==> src/rtl/fifo_rd_packer.sv <==
// ============================================================================
// Module   : fifo_rd_packer
// Purpose  : Drains a synchronous FIFO and packs RATIO narrow words into one
//            wide valid/ready beat. Partial-word flush: FIFO_RD_PACKER_FLUSH_EN.
// Revision : 1.0
// ============================================================================
`default_nettype none

module fifo_rd_packer #(
  parameter int DATA_WIDTH = 8,
  parameter int RATIO      = 4
) (
  input  logic                        clk,
  input  logic                        rst,
  input  logic                        fifo_empty,
  output logic                        fifo_rd_en,
  input  logic [DATA_WIDTH-1:0]       fifo_rd_data,
  output logic                        m_valid,
  input  logic                        m_ready,
  output logic [DATA_WIDTH*RATIO-1:0] m_data,
  output logic [RATIO-1:0]            m_keep
`ifdef FIFO_RD_PACKER_FLUSH_EN
  ,
  input  logic                        flush
`endif
);

  localparam int            CW      = $clog2(RATIO + 1);
  localparam logic [CW:0]   C_RATIO = (CW + 1)'(RATIO);
  localparam logic [CW-1:0] C_LAST  = CW'(RATIO - 1);
  localparam logic [CW-1:0] C_FULL  = CW'(RATIO);
  localparam logic [CW-1:0] C_ONE   = CW'(1);

  logic [DATA_WIDTH-1:0]       acc [RATIO];
  logic [CW-1:0]               lane_cnt;
  logic                        pend;
  logic                        flush_req;
  logic                        out_free;
  logic [DATA_WIDTH*RATIO-1:0] acc_flat;
  logic [DATA_WIDTH*RATIO-1:0] bypass_flat;

  assign out_free = !m_valid || m_ready;

  // Count in-flight read as occupied so returning data always has a lane.
  assign fifo_rd_en = !rst && !fifo_empty && !flush_req &&
                      (({1'b0, lane_cnt} + {{CW{1'b0}}, pend}) < C_RATIO);

  always_comb begin
    acc_flat    = '0;
    bypass_flat = '0;
    for (int i = 0; i < RATIO; i++) begin
      acc_flat[i*DATA_WIDTH +: DATA_WIDTH]    = acc[i];
      bypass_flat[i*DATA_WIDTH +: DATA_WIDTH] = (i == RATIO - 1) ? fifo_rd_data : acc[i];
    end
  end

`ifdef FIFO_RD_PACKER_FLUSH_EN
  logic [DATA_WIDTH*RATIO-1:0] part_flat;
  logic [RATIO-1:0]            part_keep;

  always_comb begin
    part_flat = '0;
    part_keep = '0;
    for (int i = 0; i < RATIO; i++) begin
      if (i < int'(lane_cnt)) begin
        part_flat[i*DATA_WIDTH +: DATA_WIDTH] = acc[i];
        part_keep[i]                          = 1'b1;
      end
    end
  end
`else
  assign flush_req = 1'b0;
`endif

  always_ff @(posedge clk or posedge rst) begin
    if (rst) begin
      for (int i = 0; i < RATIO; i++) acc[i] <= '0;
      lane_cnt <= '0;
      pend     <= 1'b0;
      m_valid  <= 1'b0;
      m_data   <= '0;
      m_keep   <= '0;
`ifdef FIFO_RD_PACKER_FLUSH_EN
      flush_req <= 1'b0;
`endif
    end else begin
      pend <= fifo_rd_en;
      if (m_valid && m_ready) m_valid <= 1'b0;

      for (int i = 0; i < RATIO; i++) begin
        if (pend && (lane_cnt == CW'(i))) acc[i] <= fifo_rd_data;
      end

      if (pend) begin
        if (lane_cnt == C_LAST) begin
          if (out_free) begin
            m_data   <= bypass_flat;
            m_keep   <= '1;
            m_valid  <= 1'b1;
            lane_cnt <= '0;
          end else begin
            lane_cnt <= C_FULL;
          end
        end else begin
          lane_cnt <= lane_cnt + C_ONE;
        end
      end else if (lane_cnt == C_FULL) begin
        if (out_free) begin
          m_data   <= acc_flat;
          m_keep   <= '1;
          m_valid  <= 1'b1;
          lane_cnt <= '0;
        end
      end
`ifdef FIFO_RD_PACKER_FLUSH_EN
      else if (flush_req && out_free) begin
        if (lane_cnt != '0) begin
          m_data   <= part_flat;
          m_keep   <= part_keep;
          m_valid  <= 1'b1;
          lane_cnt <= '0;
        end
        flush_req <= 1'b0;
      end

      if (flush && !flush_req) flush_req <= 1'b1;
`endif
    end
  end

endmodule

`default_nettype wire

==> config.mk <==
export PLATFORM = sky130hd
export DESIGN_NAME = fifo_rd_packer
export DESIGN_NICKNAME = d
export VERILOG_FILES = /design/src/rtl/fifo_rd_packer.sv
export SDC_FILE = /design/constraint.sdc
export NUM_CORES = 1
export LEC_CHECK = 0
export BUFFER_PORTS_ARGS = -buffer_cell sky130_fd_sc_hd__buf_2
export CORE_ASPECT_RATIO = 0.75
export CORE_MARGIN = 4
export CORE_UTILIZATION = 40
export CTS_CLUSTER_SIZE = 30
export DETAILED_ROUTE_END_ITERATION = 7
export GPL_TIMING_DRIVEN = 0
export PLACE_DENSITY = 0.57
export SLEW_MARGIN = 30
export SYNTH_ARGS = -nofsm -noshare
export SYNTH_HDL_FRONTEND = slang
export SYNTH_SLANG_ARGS = --single-unit
==> constraint.sdc <==
create_clock -name clk -period 2.64 [get_ports clk]
set_input_delay 0.264 -clock clk [delete_from_list [all_inputs] [get_ports clk]]
set_output_delay 0.264 -clock clk [all_outputs]
set_load 0.05 [all_outputs]
==> Yosys cells after proc, flatten, opt, wreduce, memory -nomap -nowiden <==
Index checks and enable logic that the tools add are counted.
{ "totals": {"out_inout_bits": 38, "ff_bits": 73, "elab_cells": 53, "inputBits": 12} }
{ "classes": {"n_addsub": 2, "n_lt_le_gt_ge": 1, "muxes": 19, "n_reduce_logical": 17, "n_eq_ne": 5} }
{ "op_table": {"columns": ["cell", "count"], "rows": [
  ["$mux 32", 5],
  ["$mux 4", 4],
  ["$mux 3", 5],
  ["$logic_and 1x1->1", 7],
  ["$eq 3x2->1 const B", 2],
  ["$mux 1", 5],
  ["$add 3x1->4", 1],
  ["$lt 4x3->1 const B", 1],
  ["$reduce_and 2->1", 2],
  ["$reduce_bool 2->1", 2],
  ["$add 3x1->3 const B", 1],
  ["$eq 3x1->1 const B", 1],
  ["$eq 3x3->1 const B", 1],
  ["$logic_not 1->1", 3],
  ["$logic_not 3->1", 1],
  ["$reduce_and 3->1", 1],
  ["$ne 2x1->1 const B", 1],
  ["$logic_or 1x1->1", 1]
]} }

==> Logic depth before layout (Yosys ltp) <==
{ "logic_depth": {"ltp_word": 5, "mapped_depth": 6, "ltp_nobuf": 5} }

==> Worst setup path after synthesis <==
No wires, ideal clock.
{ "synth_path": {"path_type": "register to register", "from": "register pend", "to": "register pend", "setup_slack_ns": -0.035, "path_stages_with_launch": 5, "n_path_buf": 2, "arrival_time_ns": 2.385, "setup_time_ns": 0.289, "required_ns": 2.351, "synth_period_minus_slack_ns": 2.675, "path_cell_list": "dfrtp_1 buf_4 clkbuf_1 and3_1 nor4_1"} }
{ "synth_via": {"elab_chain_cells": 3} }
{ "synth_lines": {"columns": ["item", "line_no", "text"], "rows": [
  ["start, declared", "36", "logic pend;"],
  ["start signal, assigned", "87", "pend <= fifo_rd_en;"],
  ["$add 3x1->4", "46", "(({1'b0, lane_cnt} + {{CW{1'b0}}, pend}) < C_RATIO);"],
  ["$lt 4x3->1", "46", null],
  ["$logic_and 1x1->1", "45", "assign fifo_rd_en = !rst && !fifo_empty && !flush_req &&"],
  ["net fifo_rd_en", "16", "output logic fifo_rd_en,"]
]} }
The timed path passes the listed nets, and every way through them passes these cells.
A chain may end at the register's enable or synchronous reset.

==> Worst setup path in the final report <==
{ "layout_path": {"from": "register pend", "to": "output port fifo_rd_en"} }
{ "layout_via": {"elab_chain_cells": 3} }
{ "layout_lines": {"columns": ["item", "line_no"], "rows": [
  ["$add 3x1->4", "46"],
  ["$lt 4x3->1", "46"],
  ["$logic_and 1x1->1", "45"],
  ["end, declared", "16"]
]} }
Every way passes these cells.

==> results.cfg <==
[critical_path]
critical_path_depth = 5
critical-path-slowest-cell = dfrtp_1
reg2reg_setup_slack_ns = 0.65
end_kind = primary output
critPathBufInv = 3
path_cells = buf_4 > clkbuf_1 > and3_1 > nor4_2 > buf_2
cp_top_family = buffers and inverters
start_kind = register
setup.worst_path.class = register to primary output
timing.critical_path.fanout_max = 10
r2r_end = m_data[2]
crit_path_start = pend
critPathArrivalTime_ns = 1.83
crit_path_to = fifo_rd_en
cp.required_ns = 2.38
worstRegToRegCells = 6
slowest_delay_ns = 0.36
timing.rr.start = lane_cnt[0]

[logic_synthesis]
syn_area_per_cell_um2 = 15.6
synth_top_flop_cell = dfrtp_1
number_of_synthesized_flops_with_an_enable_pin = 0
netlist-cell-type-count = 21
synth_warnings = 0
synthesis.area_um2 = 2860
number_of_standard_cells_after_synthesis = 183
synth_fp_nets = 199
sequential_area_share_after_synthesis_pct = 61.3
async_reset_ff_share_pct = 100
postSynthRegisterBits = 70

[clock_tree]
clock_tree_from_tritoncts = built
cts_repair_resize_count = 0
clk_pin_slew_ns = 0.06
cts.sink_count = 70
worst_skew_pair_latency_ns = 0.33
num_cts_buffers = 9
cts-root-to-sink-buffers = 2
cts_root_buffer = clkbuf_8
cts_setup_buffers = 0
cts_max_level = 3

[placement]
buffer_ports.inserted = 49
dp_hpwl_mm = 3.69
gp_congestion = 0.723
placed_cell_area_um2 = 3260
dpl_worst_slack_ns = 0.667

[cells_and_area]
area.growth.synth_to_final_pct = 20.1
num-nets-final = 261
diodes = 0
final_design_area_no_fill_um2 = 3430
drive_gt1_share_pct = 58.7

[timing]
timing.final.crit_share_pct = 79.2
skew_ns = 0.00785
timing.max_slew.rel_slack_pct = 68.0
final-setup-viol-count = 0
grt_setup_unrepaired = false
final.setup.worst_slack_ns = 0.549
report.final.slew_viol_count = 0
fmax_mhz = 478
timing_worst_slew_pin_value_ns = 0.478
timing.final.hold_violations = 0
fin_crit_ns = 2.09

[power]
power_leakage_uw = 0.00158
worst_ir_drop_vdd_mv = 0.695
power_density_nw_per_um2 = 1300

[drt]
drt-initial-drc-count = 82
detail_route.wl_per_cell_um = 15.9
detail_route.wirelength_mm = 5.49
drt_drc_violations_left = 0
ant_nets = 0
firstDrtPassIters = 4
dr_vias = 1627
route.detailed.vias_per_inst = 4.72

[floorplanning]
site_row_count = 26
dieArea_um2 = 8570
die_w_um = 106
core-area_um2 = 6860
dieHeight_um = 81.2
start_util_pct = 41.6
ios = 50

[global_route]
gr-total-overflow = 0
vias_in_the_first_global_route = 1733
grt_max_degree = 49
grt_use_total_pct = 14.2
number_of_antenna_violations_at_the_first_check_in_global_routing = 0
grt_pass1_wl_mm = 9.12

[flow_run]
drv_cap = 0

[run_status]
status = completed

[min_path]
worst_hold_path_type = primary input to register
worstHoldStart = fifo_empty
metrics by stage:
step / util (%) / power (µW) / hold WS (ns) / cells / setup TNS [ns]
after global placement: 47.1 / 3710 / 0.436 / 330 / -23.02
final: 50.0 / 4450 / 0.104 / 345 / 0
after floorplan: - / 3310 / 0.414 / 183 / 0
after global routing: 50.0 / 4730 / 0.0781 / 345 / 0
after detailed placement: 47.5 / 3760 / 0.272 / 331 / 0
after CTS: 50.0 / 4520 / 0.0832 / 345 / 0
layer usage:
layer / up-vias / track usage, % / share of wire, %
li1: 763 / - / -
met1: 819 / 19.0 / 49
met2: 40 / 21.3 / 45
met3: 5 / 6.20 / 5.8
met4: 0 / 3.62 / 0.77
met5: - / 0 / 0
sequential cells by signal, summed over array words and instances (netlist names):
name / cells
pend: 1
m_valid: 1
m_data: 32
m_keep: 1
acc: 32
lane_cnt: 3
cell usage in the layout (no fill, tap or decap):
master and n:
nand2_1 4, inv_1 3, nor4bb_1 1, buf_2 49, o21ai_0 3, buf_6 4
nand3b_1 3, nor2b_1 3, or2_2 1, and3_1 1, dfrtp_1 70, a21oi_4 1
mux2_2 70, clkbuf_8 11, inv_4 1, nor2_1 1, ha_1 4, nand3_1 2
nor4_2 1, buf_4 4, o31ai_1 2, mux2_1 2, nand2b_1 1, buf_16 1
clkbuf_1 1, dlygate4sd3_1 1, clkinv_2 2
repair_timing:
action,4_1_cts,5_1_grt
endpoints found under the setup margin,0,0
hold buffers,1,0
hold endpoints to repair,22,0
power by group:
part | leakage, µW | switching [µW] | internal [µW]
Clock | 0.0000869 | 357 | 373
Sequential | 0.000841 | 235 | 1580
Combinational | 0.000652 | 1240 | 666
kinds of logic (layout without fill, tap and decap cells):
logic type / count (synthesis) / count (layout) / synth area share [%]
muxes: 72 / 72 / 28.4
DFF: 70 / 70 / 61.3
and+or+nand+nor: 18 / 18 / 3.68
adders and majority gates: 4 / 4 / 1.75
AOI/OAI and AO/OA: 6 / 6 / 1.62
buffers and inverters: 13 / 77 / 3.28
synth_stat cells (all sizes together), types with 2 or more instances:
library cell	count	share of area, %
o21ai	3	0.53
nand3	2	0.35
nand3b	3	0.79
mux2	72	28
nor2b	3	0.66
dfrtp	70	61
inv	4	0.53
nand2	4	0.53
o31ai	2	0.53
buf	8	2.6
ha	4	1.8
worst min-delay path by stage:
stage                    to  slack, ns  cells past startpoint
global placement       pend       0.44                      2
global route           pend       0.08                      2
CTS                    pend       0.08                      2
detailed placement  m_valid       0.27                      2
floorplan            acc[0]       0.41                      1
finish                 pend       0.10                      2
worst reg2reg max path, stage by stage (launching register included):
cell	delay (ns)
dfrtp_1	0.41
inv_1	0.14
ha_1	0.26
nand3b_1	0.17
a21oi_4	0.32
buf_6	0.22
mux2_2	0.35
area by class of cell:
class | count | area (µm²)
fill | 617 | 3430
sequential | 70 | 1750
multi-input combinational | 100 | 1020
timing repair buffer | 51 | 283
clock buffer | 11 | 151
tap | 98 | 123
buffer | 9 | 78.8
inverter | 4 | 17.5
clock inverter | 2 | 10.0
No activity file was read; power rests on OpenSTA's default activity.
